<file path="src/rtl/flappy_pkg.sv">
// Shared types and constants for the flappy_score BCD score keeper.
package flappy_pkg;

    typedef enum logic [0:0] {PLAY, OVER} state_t;

    typedef logic [3:0] bcd_t;

    localparam bcd_t        BCD_MAX = 4'd9;
    localparam int unsigned SCORE_W = 12;

    // Packs hundreds/tens/ones into one word; BCD orders the same as binary.
    function automatic logic [SCORE_W-1:0] pack_score(bcd_t hundreds, bcd_t tens, bcd_t ones);
        return {hundreds, tens, ones};
    endfunction

endpackage

</file>
<file path="src/rtl/flappy_score_if.sv">
// Game-event inputs and score/best/status outputs of the flappy_score block.
interface flappy_score_if;
    import flappy_pkg::*;

    logic pass;
    logic game_over;
    logic restart;
    bcd_t counter1;
    bcd_t counter2;
    bcd_t counter3;
    bcd_t best1;
    bcd_t best2;
    bcd_t best3;
    logic playing;
    logic new_best;

    // Game logic side: drives events, observes score.
    modport master (
        output pass, game_over, restart,
        input  counter1, counter2, counter3, best1, best2, best3, playing, new_best
    );

    // Score keeper side.
    modport slave (
        input  pass, game_over, restart,
        output counter1, counter2, counter3, best1, best2, best3, playing, new_best
    );

endinterface

</file>
<file path="src/rtl/bcd_digit.sv">
// One registered BCD digit; chained by carry_out to build a multi-digit counter.
module bcd_digit
    import flappy_pkg::*;
(
    input  logic Clock,
    input  logic Reset,
    input  logic clr,
    input  logic en,
    input  logic sat,
    output bcd_t digit,
    output logic carry_out
);

    bcd_t digit_q;
    bcd_t digit_d;

    // Next digit: clear wins, then increment with wrap or hold at 9 when saturating.
    always_comb begin
        digit_d = digit_q;
        if (clr) begin
            digit_d = '0;
        end else if (en) begin
            if (digit_q == BCD_MAX) begin
                digit_d = sat ? BCD_MAX : '0;
            end else begin
                digit_d = digit_q + 4'd1;
            end
        end
    end

    // Digit register with synchronous reset.
    always_ff @(posedge Clock) begin
        if (Reset) begin
            digit_q <= '0;
        end else begin
            digit_q <= digit_d;
        end
    end

    assign digit     = digit_q;
    assign carry_out = en & (digit_q == BCD_MAX);

endmodule

</file>
<file path="src/rtl/flappy_score.sv">
// Three-digit BCD score keeper: pass edge detect, PLAY/OVER FSM, best-score register.
module flappy_score
    import flappy_pkg::*;
#(
    parameter bit SAT_ENABLE = 1'b1
) (
    input logic          Clock,
    input logic          Reset,
    flappy_score_if.slave bus
);

    state_t state_q;
    state_t state_d;
    logic   pass_q;
    bcd_t   best1_q, best2_q, best3_q;
    logic   new_best_q;
    logic   new_best_d;
    logic   best_upd;

    bcd_t   dig1, dig2, dig3;
    logic   carry1, carry2, carry3;
    logic   inc;
    logic   clr;
    logic   at_max;
    logic   sat;

    logic [SCORE_W-1:0] score;
    logic [SCORE_W-1:0] best;

    // Hundreds carry only matters for wrap, which the digits already handle.
    logic unused_carry;
    assign unused_carry = carry3;

    assign score  = pack_score(dig3, dig2, dig1);
    assign best   = pack_score(best3_q, best2_q, best1_q);
    assign at_max = (dig3 == BCD_MAX) && (dig2 == BCD_MAX) && (dig1 == BCD_MAX);
    assign sat    = SAT_ENABLE && at_max;

    // Rising edge of pass counts only while playing and not colliding this cycle.
    assign inc = bus.pass & ~pass_q & (state_q == PLAY) & ~bus.game_over;
    assign clr = (state_q == OVER) & bus.restart;

    bcd_digit u_ones (
        .Clock     (Clock),
        .Reset     (Reset),
        .clr       (clr),
        .en        (inc),
        .sat       (sat),
        .digit     (dig1),
        .carry_out (carry1)
    );

    bcd_digit u_tens (
        .Clock     (Clock),
        .Reset     (Reset),
        .clr       (clr),
        .en        (carry1),
        .sat       (sat),
        .digit     (dig2),
        .carry_out (carry2)
    );

    bcd_digit u_hundreds (
        .Clock     (Clock),
        .Reset     (Reset),
        .clr       (clr),
        .en        (carry2),
        .sat       (sat),
        .digit     (dig3),
        .carry_out (carry3)
    );

    // Next-state, best-score capture and new_best flag.
    always_comb begin
        state_d    = state_q;
        new_best_d = new_best_q;
        best_upd   = 1'b0;
        unique case (state_q)
            PLAY: begin
                if (bus.game_over) begin
                    state_d = OVER;
                    if (score > best) begin
                        best_upd   = 1'b1;
                        new_best_d = 1'b1;
                    end else begin
                        new_best_d = 1'b0;
                    end
                end
            end
            OVER: begin
                // Restart beats a simultaneous game_over.
                if (bus.restart) begin
                    state_d    = PLAY;
                    new_best_d = 1'b0;
                end
            end
            default: state_d = PLAY;
        endcase
    end

    // State, edge-detect and best-score registers.
    always_ff @(posedge Clock) begin
        if (Reset) begin
            state_q    <= PLAY;
            pass_q     <= 1'b0;
            best1_q    <= '0;
            best2_q    <= '0;
            best3_q    <= '0;
            new_best_q <= 1'b0;
        end else begin
            state_q    <= state_d;
            pass_q     <= bus.pass;
            new_best_q <= new_best_d;
            if (best_upd) begin
                best1_q <= dig1;
                best2_q <= dig2;
                best3_q <= dig3;
            end
        end
    end

    assign bus.counter1 = dig1;
    assign bus.counter2 = dig2;
    assign bus.counter3 = dig3;
    assign bus.best1    = best1_q;
    assign bus.best2    = best2_q;
    assign bus.best3    = best3_q;
    assign bus.playing  = (state_q == PLAY);
    assign bus.new_best = new_best_q;

endmodule

</file>
<file path="src/flat_wrapper.sv">
// flat-port wrapper written by rule: the top's interface ports become plain ports
module flappy_score_flat import flappy_pkg::*;
#(
    parameter bit SAT_ENABLE = 1'b1
)
  (Clock, Reset, bus_pass, bus_game_over, bus_restart, bus_counter1, bus_counter2, bus_counter3, bus_best1, bus_best2, bus_best3, bus_playing, bus_new_best);
  flappy_score_if bus_i ();
  input logic Clock;
  input logic Reset;
  input wire logic [$bits(bus_i.pass)-1:0] bus_pass;
  input wire logic [$bits(bus_i.game_over)-1:0] bus_game_over;
  input wire logic [$bits(bus_i.restart)-1:0] bus_restart;
  output wire logic [$bits(bus_i.counter1)-1:0] bus_counter1;
  output wire logic [$bits(bus_i.counter2)-1:0] bus_counter2;
  output wire logic [$bits(bus_i.counter3)-1:0] bus_counter3;
  output wire logic [$bits(bus_i.best1)-1:0] bus_best1;
  output wire logic [$bits(bus_i.best2)-1:0] bus_best2;
  output wire logic [$bits(bus_i.best3)-1:0] bus_best3;
  output wire logic [$bits(bus_i.playing)-1:0] bus_playing;
  output wire logic [$bits(bus_i.new_best)-1:0] bus_new_best;
  assign bus_i.pass = bus_pass;
  assign bus_i.game_over = bus_game_over;
  assign bus_i.restart = bus_restart;
  assign bus_counter1 = bus_i.counter1;
  assign bus_counter2 = bus_i.counter2;
  assign bus_counter3 = bus_i.counter3;
  assign bus_best1 = bus_i.best1;
  assign bus_best2 = bus_i.best2;
  assign bus_best3 = bus_i.best3;
  assign bus_playing = bus_i.playing;
  assign bus_new_best = bus_i.new_best;
  flappy_score #(.SAT_ENABLE(SAT_ENABLE)) u_core (.Clock(Clock), .Reset(Reset), .bus(bus_i));
endmodule
</file>
<file path="config.mk">
export PLATFORM = sky130hd
export DESIGN_NAME = flappy_score_flat
export DESIGN_NICKNAME = d
export VERILOG_FILES = /design/src/rtl/flappy_pkg.sv /design/src/rtl/flappy_score_if.sv /design/src/rtl/bcd_digit.sv /design/src/rtl/flappy_score.sv /design/src/flat_wrapper.sv
export SDC_FILE = /design/constraint.sdc
export NUM_CORES = 1
export LEC_CHECK = 0
export ABC_AREA = 1
export BUFFER_PORTS_ARGS = -buffer_cell sky130_fd_sc_hd__buf_2
export CAP_MARGIN = 20
export CORE_ASPECT_RATIO = 0.8
export CORE_MARGIN = 1
export CORE_UTILIZATION = 45
export DETAILED_ROUTE_END_ITERATION = 8
export HOLD_SLACK_MARGIN = 0.02
export PLACE_DENSITY = 0.67
export SLEW_MARGIN = 20
export SYNTH_ARGS = -nofsm -noshare
export SYNTH_HDL_FRONTEND = slang
export SYNTH_SLANG_ARGS = --single-unit
</file>
<file path="constraint.sdc">
create_clock -name Clock -period 1.95 [get_ports Clock]
set_input_delay 0.39 -clock Clock [delete_from_list [all_inputs] [get_ports Clock]]
set_output_delay 0.39 -clock Clock [all_outputs]
set_load 0.1 [all_outputs]
</file>
==> metrics.md <==
| Metric | Value |
|---|---|
| Status | finished clean |
| P per Cell Area | 1190 nW/um^2 |
| TritonCTS clock tree | done |
| Area Overhead vs Synth | 15.6% |
| CTS root buf | clkbuf_8 |
| Endpoint type of the worst setup path | flip-flop |
| Die width | 69.0 um |
| Port buffer count | 30 |
| Synthesized area per cell | 7.18 sq um |
| Maximum capacitance violations | 0 |
| CP Class | flip-flop to flip-flop |
| CTS Sinks | 27 |
| Via-per-instance ratio | 4.96 |
| Gr ovfl total | 0 |
| Antenna-violating nets left | 0 |
| Setup violators final | 0 |
| Final WS setup | 0.246 ns |
| Crit path required time | 2.17 ns |
| Hold Startpoint | Reset |
| Synth Cell Area | 1620 sq um |
| Gpl congestion | 0.785 |
| Pre-antenna DRT Iters | 4 |
| GR Util All Layers | 19.1% |
| Worst R2R Setup Slack | 0.25 ns |
| Ratio of cells with drive above 1 in the final layout | 31.3% |
| Wire length per cell | 11.5 um |
| Setup Slack @ Placement | 0.128 ns |
| Worst hold-check path type | input pin to flip-flop |
| Seq/Total Area, Yosys | 33.4% |
| Synth warn | 0 |
| # fillers | 331 |
| Mapped Nets | 242 |
| Hold Path End | u_core.pass_q |
| DRT Wirelength | 3.44 mm |
| Startpoint Class | flip-flop |
| Lkg Pwr | 0.931 nW |
| Syn Inst Count | 225 |
| Final critical-path share of the clock period | 87.4% |
| Hpwl dp | 2.54 mm |
| Fin. Hold Viols | 0 |
| Worst-path clk slew | 0.10 ns |
| Crit path time final | 1.70 ns |
| Clock latency on the worst-skew pair | 0.28 ns |
| Initial antenna violation count | 0 |
| Worst R2R Start | u_core.bus.best3[3] |
| Initial DRC count | 63 |
| CP Max Fanout | 25 |
| Nets@finish | 274 |
| Slew Viols, Final | 0 |
| Cells on worst reg2reg path | 11 |
| Chip Height | 55.6 um |
| Most common cell after layout, fill and taps aside | nand2_1 |
| Row count | 19 |
| First-pass GRT wire length | 5.93 mm |
| H-Tree Depth | 1 |
| WHS Path Cells | 2 |
| Largest net degree at the start of global routing | 26 |
| Via count | 1477 |
| Synth unique cells | 31 |
| Seq. cell area | 571 sq um |
| Worst VDD drop | 0.683 mV |
| Footprint of the multi-input gates | 888 sq um |
| Core area | 3420 sq um |
| Die area | 3840 sq um |
| Vias in the first global route | 1288 |
| I/O pin cnt | 31 |
| Max Buffers Root-to-Sink | 2 |
| Worst Skew | 0.00446 ns |
| Commonest cells after routing, fill and taps aside | nand2_1 (40), inv_1 (34), buf_2 (30), nor2_1 (24), dfxtp_2 (24) |
| Initial Util | 47.2% |
| Number of synthesized register bits | 27 |
| Arrival @ worst endpoint | 1.93 ns |
| Slew HR | 67.3% |
| RR Endpoint | u_core.bus.best3[3] |
| Post-CTS setup buffers | 0 |
| Final TNS setup | 0 ns |
| Fmax | 587 MHz |
| # DRC | 0 |
| N_diodes | 0 |
| Num CTS Buffers | 3 |
| Slew @ Worst Pin | 0.494 ns |
| RSZ-0062 raised after global routing | no |
-- worst max-delay path: stages, from the launching register on --
cell and delay [ns]:
dfxtp_2 0.35, inv_1 0.05, ha_1 0.31, nand2_2 0.11
nor2_4 0.05, nand2_2 0.06, inv_1 0.04, nand2_1 0.11
nand3_4 0.25, nand3_1 0.17, nand2_1 0.06, nor2_1 0.08
-- cells by family (layout without fill, tap and decap cells) --
kind of cell	after synthesis	count (layout)	synth area share, %
xor+xnor	1	1	0.542
simple gates	107	107	32.2
buf+inv	43	74	12.1
compound gates	35	35	12.5
flops	27	27	33.4
fa+ha+maj	12	12	9.29
-- per-layer routing --
layer  vias to the layer above  GRT usage (%)  share of wire (%)
met5                         -              0                  0
met4                         0           4.66               0.84
met3                         4           4.89                7.1
met2                        49           27.3                 41
met1                       638           28.5                 51
li1                        786              -                  -
-- cells in the mapped netlist --
cell type  number  area (sq um)
a211oi_1        1          7.51
a21o_1          1          7.51
a21oi_1        22           110
a21oi_2         1          8.76
a31oi_1         1          6.26
buf_4           1          7.51
buf_6           4          45.0
clkinv_1        1          3.75
dfxtp_1        27           541
ha_1           12           150
inv_1          34           128
inv_2           3          11.3
nand2_1        40           150
nand2_2         5          31.3
nand2_4         1          11.3
nand3_1        22           110
nand3_2         2          20.0
nand3b_1        1          7.51
nand4_1         2          12.5
nand4_2         1          12.5
nor2_1         24          90.1
nor2_2          2          12.5
nor2_4          4          45.0
nor3_1          2          10.0
nor3b_1         1          7.51
o211ai_1        2          15.0
o21a_1          1          7.51
o21ai_0         4          20.0
o21bai_2        1          11.3
o31ai_1         1          7.51
xor2_1          1          8.76
-- flip-flops by register name, summed over array words and instances, names as in the netlist --
register                 cells
u_core.bus.best1             4
u_core.bus.best2             4
u_core.bus.best3             4
u_core.bus.new_best          1
u_core.pass_q                1
u_core.state_q               1
u_core.u_hundreds.digit      4
u_core.u_ones.digit          4
u_core.u_tens.digit          4
-- worst max-delay path by stage --
stage | end | start | slack, ns
2_1_floorplan | u_core.bus.best1[0] | u_core.bus.best3[3] | 0.008
3_3_place_gp | u_core.bus.best2[3] | u_core.bus.best3[3] | 0.14
3_5_place_dp | u_core.bus.best3[3] | u_core.bus.best3[3] | 0.13
4_1_cts | u_core.bus.best1[3] | u_core.bus.best3[3] | 0.08
5_1_grt | u_core.bus.best3[0] | u_core.bus.best3[3] | 0.03
6_report | u_core.bus.best3[3] | u_core.bus.best3[3] | 0.25
-- timing repair --
action	CTS	global route
gates resized for setup	0	1
hold buffers	0	0
setup endpoints to repair	0	13
-- report_power, final --
group | internal, mW | switching (mW)
Combinational | 0.263 | 0.942
Clock | 0.146 | 0.192
Sequential | 0.631 | 0.0479
-- final cells by class --
| class | instances | area share, % |
|---|---|---|
| Clock inverter | 1 | 0.402 |
| Clock buffer | 3 | 2.21 |
| Tap cell | 42 | 2.81 |
| Inverter | 38 | 7.64 |
| Multi-Input combinational cell | 155 | 47.6 |
| Timing Repair Buffer | 32 | 8.84 |
| Sequential cell | 27 | 30.5 |
-- stage by stage --
step	area, sq um	instances	utilization [%]	hold slack [ns]	total power [mW]
floorplan	1650	225	-	0.462	1.82
global placement	1810	294	52.9	0.460	1.86
detailed placement	1810	294	52.9	0.465	1.87
CTS	1860	298	54.3	0.294	2.22
global route	1870	298	54.6	0.299	2.39
finish	1870	298	54.6	0.301	2.22
(Power assumes the default switching activity.)
